$ cat src/rtl/crc_serial_engine.sv
// Serial CRC engine with a Galois LFSR. Generate mode shifts the CRC out LSB first.
// Check mode compares the final LFSR against RESIDUE and pulses done.
module crc_serial_engine #(
    parameter int               WIDTH   = 8,
    parameter logic [WIDTH-1:0] POLY    = 8'h44,
    parameter logic [WIDTH-1:0] INIT    = 8'hD8,
    parameter logic [WIDTH-1:0] XOROUT  = 8'h00,
    parameter logic [WIDTH-1:0] RESIDUE = 8'h00
) (
    input  logic CLK,
    input  logic RST,
    input  logic Data,
    input  logic ACTIVE,
    input  logic MODE,
    output logic CRC,
    output logic valid,
    output logic done,
    output logic err,
    output logic busy
);

    localparam int              CW       = $clog2(WIDTH + 1);
    localparam logic [CW-1:0]   CNT_LAST = CW'(WIDTH);
    localparam logic [CW-1:0]   CNT_ONE  = CW'(1);

    typedef enum logic [1:0] {IDLE, CALC, OUT} state_t;

    state_t           state_q, state_d;
    logic [WIDTH-1:0] lfsr_q, lfsr_d;
    logic [CW-1:0]    cnt_q, cnt_d;
    logic             mode_q, mode_d;
    logic             crc_q, crc_d;
    logic             valid_q, valid_d;
    logic             done_q, done_d;
    logic             err_q, err_d;
    logic             emit;
    logic             xo_bit;

    function automatic logic [WIDTH-1:0] lfsr_step(input logic [WIDTH-1:0] l, input logic d);
        logic             fb;
        logic [WIDTH-1:0] n;
        fb = l[0] ^ d;
        n  = '0;
        for (int i = 0; i < WIDTH - 1; i++) begin
            n[i] = l[i+1] ^ (POLY[i] & fb);
        end
        n[WIDTH-1] = fb;
        return n;
    endfunction

    // XOROUT bit matching the position currently being shifted out
    always_comb begin
        xo_bit = 1'b0;
        for (int i = 0; i < WIDTH; i++) begin
            if (cnt_q == CW'(i)) xo_bit = XOROUT[i];
        end
    end

    always_comb begin
        state_d = state_q;
        lfsr_d  = lfsr_q;
        cnt_d   = cnt_q;
        mode_d  = mode_q;
        crc_d   = crc_q;
        valid_d = 1'b0;
        done_d  = 1'b0;
        err_d   = err_q;
        emit    = 1'b0;
        case (state_q)
            IDLE: begin
                if (ACTIVE) begin
                    lfsr_d  = lfsr_step(lfsr_q, Data);
                    mode_d  = MODE;
                    state_d = CALC;
                end
            end
            CALC: begin
                if (ACTIVE) begin
                    lfsr_d = lfsr_step(lfsr_q, Data);
                end else if (!mode_q) begin
                    state_d = OUT;
                    emit    = 1'b1;
                end else begin
                    done_d  = 1'b1;
                    err_d   = (lfsr_q != RESIDUE);
                    lfsr_d  = INIT;
                    state_d = IDLE;
                end
            end
            OUT: begin
                if (cnt_q == CNT_LAST) begin
                    cnt_d   = '0;
                    lfsr_d  = INIT;
                    state_d = IDLE;
                end else begin
                    emit = 1'b1;
                end
            end
            default: state_d = IDLE;
        endcase
        // Output bit 0 is emitted on the CALC->OUT edge, the rest from OUT
        if (emit) begin
            crc_d   = lfsr_q[0] ^ xo_bit;
            valid_d = 1'b1;
            lfsr_d  = {1'b0, lfsr_q[WIDTH-1:1]};
            cnt_d   = cnt_q + CNT_ONE;
        end
    end

    always_ff @(posedge CLK) begin
        if (RST) begin
            state_q <= IDLE;
            lfsr_q  <= INIT;
            cnt_q   <= '0;
            mode_q  <= 1'b0;
            crc_q   <= 1'b0;
            valid_q <= 1'b0;
            done_q  <= 1'b0;
            err_q   <= 1'b0;
        end else begin
            state_q <= state_d;
            lfsr_q  <= lfsr_d;
            cnt_q   <= cnt_d;
            mode_q  <= mode_d;
            crc_q   <= crc_d;
            valid_q <= valid_d;
            done_q  <= done_d;
            err_q   <= err_d;
        end
    end

    assign CRC   = crc_q;
    assign valid = valid_q;
    assign done  = done_q;
    assign err   = err_q;
    assign busy  = (state_q != IDLE);

endmodule

$ cat config.mk
export PLATFORM = sky130hd
export DESIGN_NAME = crc_serial_engine
export DESIGN_NICKNAME = d
export VERILOG_FILES = /design/src/rtl/crc_serial_engine.sv
export SDC_FILE = /design/constraint.sdc
export NUM_CORES = 1
export LEC_CHECK = 0
export ABC_AREA = 1
export BUFFER_PORTS_ARGS = -buffer_cell sky130_fd_sc_hd__buf_2
export CAP_MARGIN = 20
export CORE_MARGIN = 1
export CORE_UTILIZATION = 45
export DETAILED_ROUTE_END_ITERATION = 10
export SLEW_MARGIN = 20
export SYNTH_ARGS = -nofsm -noshare
export SYNTH_HDL_FRONTEND = slang
export SYNTH_SLANG_ARGS = --single-unit
$ cat constraint.sdc
create_clock -name CLK -period 1.7 [get_ports CLK]
set_input_delay 0.255 -clock CLK [delete_from_list [all_inputs] [get_ports CLK]]
set_output_delay 0.255 -clock CLK [all_outputs]
set_load 0.03 [all_outputs]
# Yosys cells after proc, flatten, opt, wreduce, memory -nomap -nowiden
# Index checks and enable logic that the tools add are counted.
dict set report totals {
  register_bits 19
  inputBits 5
  elab_cells 55
}
dict set report classes {
  addsub 1
  eq_ne 9
  n_mux 20
  bitwise_logic 5
  reduce_logical 12
}
# cell n
set ops {}
lappend ops {{two-way mux 8 bit} 5}
lappend ops {{case mux 8 bit (3 select lines)} 1}
lappend ops {{two-way mux 4 bit} 3}
lappend ops {{two-way mux 2 bit} 4}
lappend ops {{nonzero test 8 bit} 1}
lappend ops {{!= test 2 bit, second input constant} 3}
lappend ops {{!= test 3 bit, second input constant} 2}
lappend ops {{case mux 2 bit (3 select lines)} 1}
lappend ops {{AND reduction 3 bit} 2}
lappend ops {{nonzero test 2 bit} 3}
lappend ops {{two-way mux 1 bit} 5}
lappend ops {{adder 4 x 1 -> 4 bit, second input constant} 1}
lappend ops {{equality test 4 bit, second input constant} 1}
lappend ops {{!= test 4 bit, second input constant} 1}
lappend ops {{AND reduction 2 bit} 2}
lappend ops {{AND reduction 4 bit} 1}
lappend ops {{nonzero test 4 bit} 1}
lappend ops {{OR reduction 3 bit} 1}
lappend ops {{XOR 1 bit} 3}
lappend ops {{equality test 2 x 1 -> 1 bit, second input constant} 1}
lappend ops {{equality test 2 bit, second input constant} 1}
lappend ops {{logical NOT 2 bit} 1}
lappend ops {{NOT 1 bit} 2}
lappend ops {{case mux 1 bit (2 select lines)} 1}

# Logic depth before layout (Yosys ltp)
# Gate-level depths: netlist (run 1).
dict set report logic_depth {
  ltp_word 5
  ltp_mapped 13
  mapped_depth_nobuf 13
}

# Worst setup path before layout (run 1)
# Ideal clock, no wire load.
dict set report synth_path {
  path_kind {flip-flop to flip-flop}
  from {register state_q[0]}
  to {register lfsr_q[2]}
  setup_time_ns 0.128
  arrival_time_ns 1.473
  slack_ns 0.099
  path_stages_with_launch 12
  period_less_slack_ns 1.601
  cell_sequence {dfxtp_1 -> inv_1 -> ha_1 -> inv_1 -> or2_1 -> nand2_1 -> nand2_4 -> nand2_8 -> inv_8 -> nor2_1 -> nor2_1 -> nor2_1}
}
dict set report synth_between {
  elab_chain_cells 4
  word_cells_on_any_way 11
}
# element line
set synth_lines {}
lappend synth_lines {{start, declared} 28} ;# state_t state_q, state_d;
lappend synth_lines {{start signal, assigned} 121} ;# state_q <= state_d;
lappend synth_lines {{equality test 2 bit / equality test 2 x 1 -> 1 bit (equally long branches)} 69} ;# case (state_q)
lappend synth_lines {{case mux 1 bit (2 select lines)} 69}
lappend synth_lines {{!= test 4 bit (no source line) (tied with other cells)} n/a}
lappend synth_lines {{AND reduction 4 bit (no source line)} n/a}
lappend synth_lines {{end signal, assigned} 122} ;# lfsr_q <= lfsr_d;
lappend synth_lines {{end, declared} 29} ;# logic [WIDTH-1:0] lfsr_q, lfsr_d;
# Several ways; a longest one is shown, not always the timed one.
# A chain may end at the register's enable or synchronous reset.

# Final worst setup path (run 1)
dict set report layout_path {
  from {register state_q[0]}
  to {register lfsr_q[6]}
}
# The elaborated chain is that of the path after synthesis.

==> out/results.tsv, run 1 <==
stage	metric	value	unit
routing	wl_per_cell	12.0	um
cells_and_area	final_cell_area	1170	um^2
clocking	cts_root_buf	clkbuf_4	
cells_and_area	nets	164	
run_status	status	finished, final reports clean	
cells_and_area	drive_above_1_share	0.211	
clocking	cts_max_path_buffers	2	
die	fp.dieArea	2470	um^2
power	p_per_area	1070	nW/um^2
placement	dpl_cell_area	1110	um^2
die	start_util	0.502	
power	ir_worst_vdd	0.000589	V
critical_path	crit_chain	inv_1 -> ha_2 -> inv_1 -> nor2_2 -> o21ai_0 -> nand3_1 -> nand2_1 -> nand2_1	
cells_and_area	n_antenna_cell	0	
timing	tns	0	ns
logic_synthesis	ys_seq_elements	19	
logic_synthesis	synth_nets	149	
logic_synthesis	synth_top_area_cell	dfxtp_1	
logic_synthesis	ys_warn_count	0	
placement	post-dp-hpwl	1570	um
die	num_rows	16	
placement	place.gp.congestion	0.832	
global_route	grt.total_usage	0.207	
clocking	cts_tree	yes	
cells_and_area	final_common_cell	nand2_1	
global_route	grt_overflow	0	
die	die_h	49.7	um
clocking	htreeDepth	1	
logic_synthesis	ys_top_cells_by_area	dfxtp_1 37%, nand2_1 10%, a21oi_1 7.3%	
timing	holdWs	0.240	ns
critical_path	rr_startpoint	state_q[0]	
critical_path	critPathMaxStageDelay	0.39	ns
critical_path	timing_worst_setup_path_type	register to register	
logic_synthesis	syn_avg_cell_area	7.43	um^2
clocking	clk_latency	0.30	ns
die	io_pins	10	
timing	fmax	633	MHz
routing	drt_wl_total	2150	um
logic_synthesis	yosysSeqAreaShare	0.371	
die	die_w	49.7	um
cells_and_area	area_growth	14.3	%
global_route	grt_pass1_wl	3760	um
critical_path	rrSetupSlack	0.12	ns
critical_path	crit_required	1.96	ns
routing	drc_errors	0	
hold_path	hp-class	primary input to register	
clocking	hold_buffers	0	
routing	drt_iter0_drc	19	
global_route	antenna_found_initial	0	
clocking	clkSinkCount	19	
critical_path	cp-end-kind	register	
hold_path	holdCritStartpoint	MODE	
routing	vias	909	
clocking	numCtsBuffers	3	
routing	via_per_inst	5.08	
timing	tightest_slew	0.438	ns
critical_path	cp_max_fo	6	
critical_path	cp_slowest_cell	ha_2	
routing	drtAntennaViolNets	0	
critical_path	arrival	1.84	ns
logic_synthesis	synth_top_area_frac	0.371	
timing	clock_skew	0.00825	ns
timing	min_period	1.58	ns
timing	finalSetupViolCount	0	
flow_run	drv_cap	0	
placement	portBuffers	9	
clocking	clk_pin_slew	0.11	ns
power	total_power	1260	uW
logic_synthesis	ys_types	21	
critical_path	cp-start-kind	register	
timing	final-hold-violation-count	0	
timing	min_period_over_period	0.929	
logic_synthesis	synth_area	1020	um^2
die	core	2040	um^2
timing	slew_violations	0	
global_route	grt_start_max_net_pins	14	
routing	first_pass_iters	5	
timing	slew_headroom	0.707	
critical_path	cp-startpoint	state_q[0]	
cells_and_area	fillers	204	
global_route	grt_pass1_vias	804	
power	p_leak	0.000529	uW
cells_and_area	final_cell_mix	26 x nand2_1, 16 x dfxtp_1, 16 x inv_1	
logic_synthesis	netlist_instances	138	
report_power, final:
group	total (uW)	switching, uW	internal [uW]
sequential	564	56.5	507
clock	233	146	87.8
combinational	459	295	164
total	1260	497	758
metal layers:
layer  up-vias  track usage  wire, um
li1        480            -         -
met2        25        0.270       890
met1       396        0.297      1120
met3         8       0.0401        76
met5         -            0         0
met4         0        0.148        64
sequential cells by signal, summed over array words and instances (netlist names):
name / flops
valid: 1
state_q: 2
done: 1
err: 1
CRC: 1
mode_q: 1
lfsr_q: 8
cnt_q: 4
critical path: cells and delay by family, from the launching register on:
kind                     cells  cell delay, ns
adder cells (fa/ha/maj)      1            0.39
buffers and inverters        2            0.17
AND/OR/NAND/NOR              4            0.44
AO/OA/AOI/OAI                1            0.15
flip-flops                   1            0.38
cell families (layout without fill, tap and decap cells):
| family | count (synthesis) | in the layout | share of synthesized area |
|---|---|---|---|
| buffers and inverters | 20 | 34 | 0.0806 |
| adders and majority gates | 6 | 6 | 0.0733 |
| AOI/OAI and AO/OA | 27 | 27 | 0.134 |
| and+or+nand+nor | 63 | 63 | 0.315 |
| xor gates and xnor gates | 3 | 3 | 0.0256 |
| DFF | 19 | 19 | 0.371 |
synthesized netlist by cell type:
cell	number
a21oi_1	15
or2_1	1
inv_1	17
nor2_1	9
nand2_1	28
dfxtp_1	19
nor2_2	1
clkbuf_1	1
ha_1	6
nor4_1	2
nand2_8	1
inv_2	1
o31ai_1	1
nand3_1	14
nand2_4	4
o21ai_0	11
xor2_1	2
xnor2_1	1
inv_8	1
nand4_1	2
nor2_4	1
metrics by stage:
stage,std cells,worst slack (ns),utilization
global route,179,-0.0156,0.574
global placement,174,0.104,0.542
CTS,178,0.0571,0.556
finish,179,0.121,0.574
detailed placement,174,0.0737,0.542
floorplan,138,0.0992,-
layout make-up:
type	instances	area, um^2	share of cell area
multi-input combinational	99	582	0.497
sequential	19	389	0.332
inverter	19	78.8	0.0673
timing repair buffer	11	60.1	0.0513
tap	27	33.8	0.0288
clock buffer	3	22.5	0.0192
clock inverter	1	5.00	0.00427
path summary, 6_finish.rpt:
path,to,depth (start not counted)
hold / removal,mode_q,3
setup reg to reg,lfsr_q[6],8
hold reg to reg,cnt_q[0],1
setup / recovery,lfsr_q[6],8
what timing repair did:
item,4_1_cts,5_1_grt
resized for setup,0,11
endpoints found under the setup margin,0,11
setup buffers,0,1
hold endpoints to repair,0,0
(Power assumes the default switching activity.)
==> run 2, diff against run 1 <==
--- a/config.mk
+++ b/config.mk
@@ -11,6 +11,7 @@
 export CORE_MARGIN = 1
 export CORE_UTILIZATION = 45
 export DETAILED_ROUTE_END_ITERATION = 10
+export SETUP_SLACK_MARGIN = 0.3
 export SLEW_MARGIN = 20
 export SYNTH_ARGS = -nofsm -noshare
 export SYNTH_HDL_FRONTEND = slang
==> run 2 against run 1 <==
Core utilization grew 13 points; hold slack gained 0.015 ns; sequential power grew 1%; critical path type unchanged; largest cell class unchanged; highest routed layer unchanged.
==> out/results.tsv, run 2 (synthesis gave the netlist of run 1 again) <==
stage	metric	value	unit
run_status	status	finished, final reports clean	
die	start_util	0.502	
critical_path	ff2ff_path_depth	9	
hold_path	whs_endpoint	mode_q	
routing	drt_wl_total	2720	um
critical_path	cp-end-kind	register	
critical_path	timing_worst_setup_path_type	register to register	
hold_path	holdCritStartpoint	MODE	
cells_and_area	drive_above_1_share	0.392	
timing	fmax	644	MHz
routing	drc_errors	0	
timing	tns	0	ns
power	p_leak	0.000620	uW
cells_and_area	final_common_cell	nand2_1	
cells_and_area	fin_util	0.702	
timing	tightest_slew	0.560	ns
die	fp.dieArea	2470	um^2
timing	rsz0062_at_grt	yes	
die	io_pins	10	
cells_and_area	regMostFlops	lfsr_q	
clocking	cts_root_buf	clkbuf_4	
placement	post-dp-hpwl	1600	um
placement	place.gp.congestion	0.829	
critical_path	critPathMaxStageDelay	0.38	ns
global_route	grt_start_max_net_pins	14	
power	total_power	1500	uW
clocking	clk_pin_slew	0.12	ns
global_route	grt_pass1_wl	4260	um
flow_run	drv_cap	0	
die	core	2040	um^2
cells_and_area	area_growth	39.8	%
clocking	clk_latency	0.32	ns
critical_path	crit_required	1.91	ns
timing	slew_headroom	0.623	
clocking	cts_tree	yes	
cells_and_area	n_antenna_cell	0	
timing	finalSetupViolCount	0	
cells_and_area	largest_reg_flops	8	
critical_path	cp-start-kind	register	
critical_path	arrival	1.76	ns
timing	slew_violations	0	
hold_path	hp-class	primary input to register	
routing	drtAntennaViolNets	0	
critical_path	rrSetupSlack	0.15	ns
critical_path	cp_slowest_cell	dfxtp_4	
timing	min_period_over_period	0.913	
die	die_h	49.7	um
placement	portBuffers	9	
critical_path	crit_chain	inv_4 -> ha_4 -> buf_4 -> buf_4 -> nand2_1 -> nand4_1 -> buf_4 -> nand3_1 -> a21oi_1	
cells_and_area	fillers	168	
global_route	antenna_found_initial	0	
routing	wl_per_cell	14.1	um
timing	holdWs	0.255	ns
timing	final-hold-violation-count	0	
critical_path	rr_startpoint	state_q[1]	
clocking	clkSinkCount	19	
cells_and_area	top_regs	lfsr_q x8, cnt_q x4, state_q x2	
die	num_rows	16	
critical_path	rr_endpoint	lfsr_q[0]	
routing	vias	1034	
critical_path	cpMostUsedCell	buf_4	
cells_and_area	nets	178	
routing	via_per_inst	5.36	
global_route	grt_pass1_vias	934	
global_route	grt.total_usage	0.230	
routing	drt_iter0_drc	45	
critical_path	cp_max_fo	3	
cells_and_area	final_cell_mix	26 x nand2_1, 16 x buf_4, 15 x dfxtp_1	
global_route	grt_overflow	0	
clocking	cts_max_path_buffers	2	
timing	clock_skew	0.00113	ns
clocking	htreeDepth	1	
timing	min_period	1.55	ns
clocking	hold_buffers	0	
hold_path	hold_depth	3	
power	ir_worst_vdd	0.000842	V
clocking	numCtsBuffers	3	
routing	first_pass_iters	4	
die	die_w	49.7	um
power	p_per_area	1050	nW/um^2
## run 2: cell types whose count changed in the layout (fill, tap and decap cells not counted), moves of 3 or more
cell / change
a21oi_1: -3
a21oi_2: +3
buf_4: +14
ha_4: +3
inv_1: -3
inv_4: +4
nand3_1: -5
nand3_4: +3
o21ai_0: -7
o21ai_1: +4
o21ai_2: +3
## run 2: power by group
| group | switching (uW) | internal [uW] |
|---|---|---|
| Combinational | 391 | 290 |
| Clock | 160 | 88.2 |
| Sequential | 61.8 | 509 |
## run 2: area by class of cell
type | instances | area [um^2] | area share
clock buffers | 3 | 22.5 | 0.0157
clock inverters | 1 | 5.00 | 0.00349
inverters | 19 | 93.8 | 0.0655
repair buffers | 25 | 180 | 0.126
flip-flops and latches | 19 | 390 | 0.272
well taps | 27 | 33.8 | 0.0236
multi-input cells | 99 | 707 | 0.493
## run 2: repair_timing
item,CTS,global route
setup buffers,13,3
pin swaps,12,6
setup endpoints to repair,14,16
gates resized for setup,24,18
hold endpoints to repair,0,0
## run 2: worst max-delay path: cells and delay by family, from the launching register on
kind	cells	cell delay, ns
simple gates	3	0.36
flops	1	0.38
fa+ha+maj	1	0.16
compound gates	1	0.06
buf+inv	4	0.49
## run 2: per-layer routing
metal,share of wire,wire [um],vias to the layer above,track usage
li1,-,-,509,-
met1,0.41,1120,465,0.286
met4,0.028,75,0,0.110
met2,0.50,1370,52,0.387
met3,0.059,161,8,0.0309
met5,0,0,-,0
## run 2: worst max-delay path by stage
stage | slack (ns) | startpoint | end | cells after the start
after CTS | 0.21 | state_q[1] | lfsr_q[5] | 12
after global placement | 0.11 | cnt_q[0] | lfsr_q[2] | 12
after floorplan | 0.25 | state_q[1] | lfsr_q[2] | 13
final | 0.15 | state_q[1] | lfsr_q[0] | 9
after detailed placement | 0.10 | cnt_q[0] | lfsr_q[2] | 12
after global routing | 0.07 | state_q[1] | lfsr_q[2] | 10
## run 2: stage by stage
stage	instances	instance area (um^2)	worst slack, ns
finish	193	1430	0.147
global route	193	1430	0.0678
CTS	190	1340	0.211
detailed placement	173	1130	0.101
global placement	173	1130	0.111
floorplan	138	1060	0.248
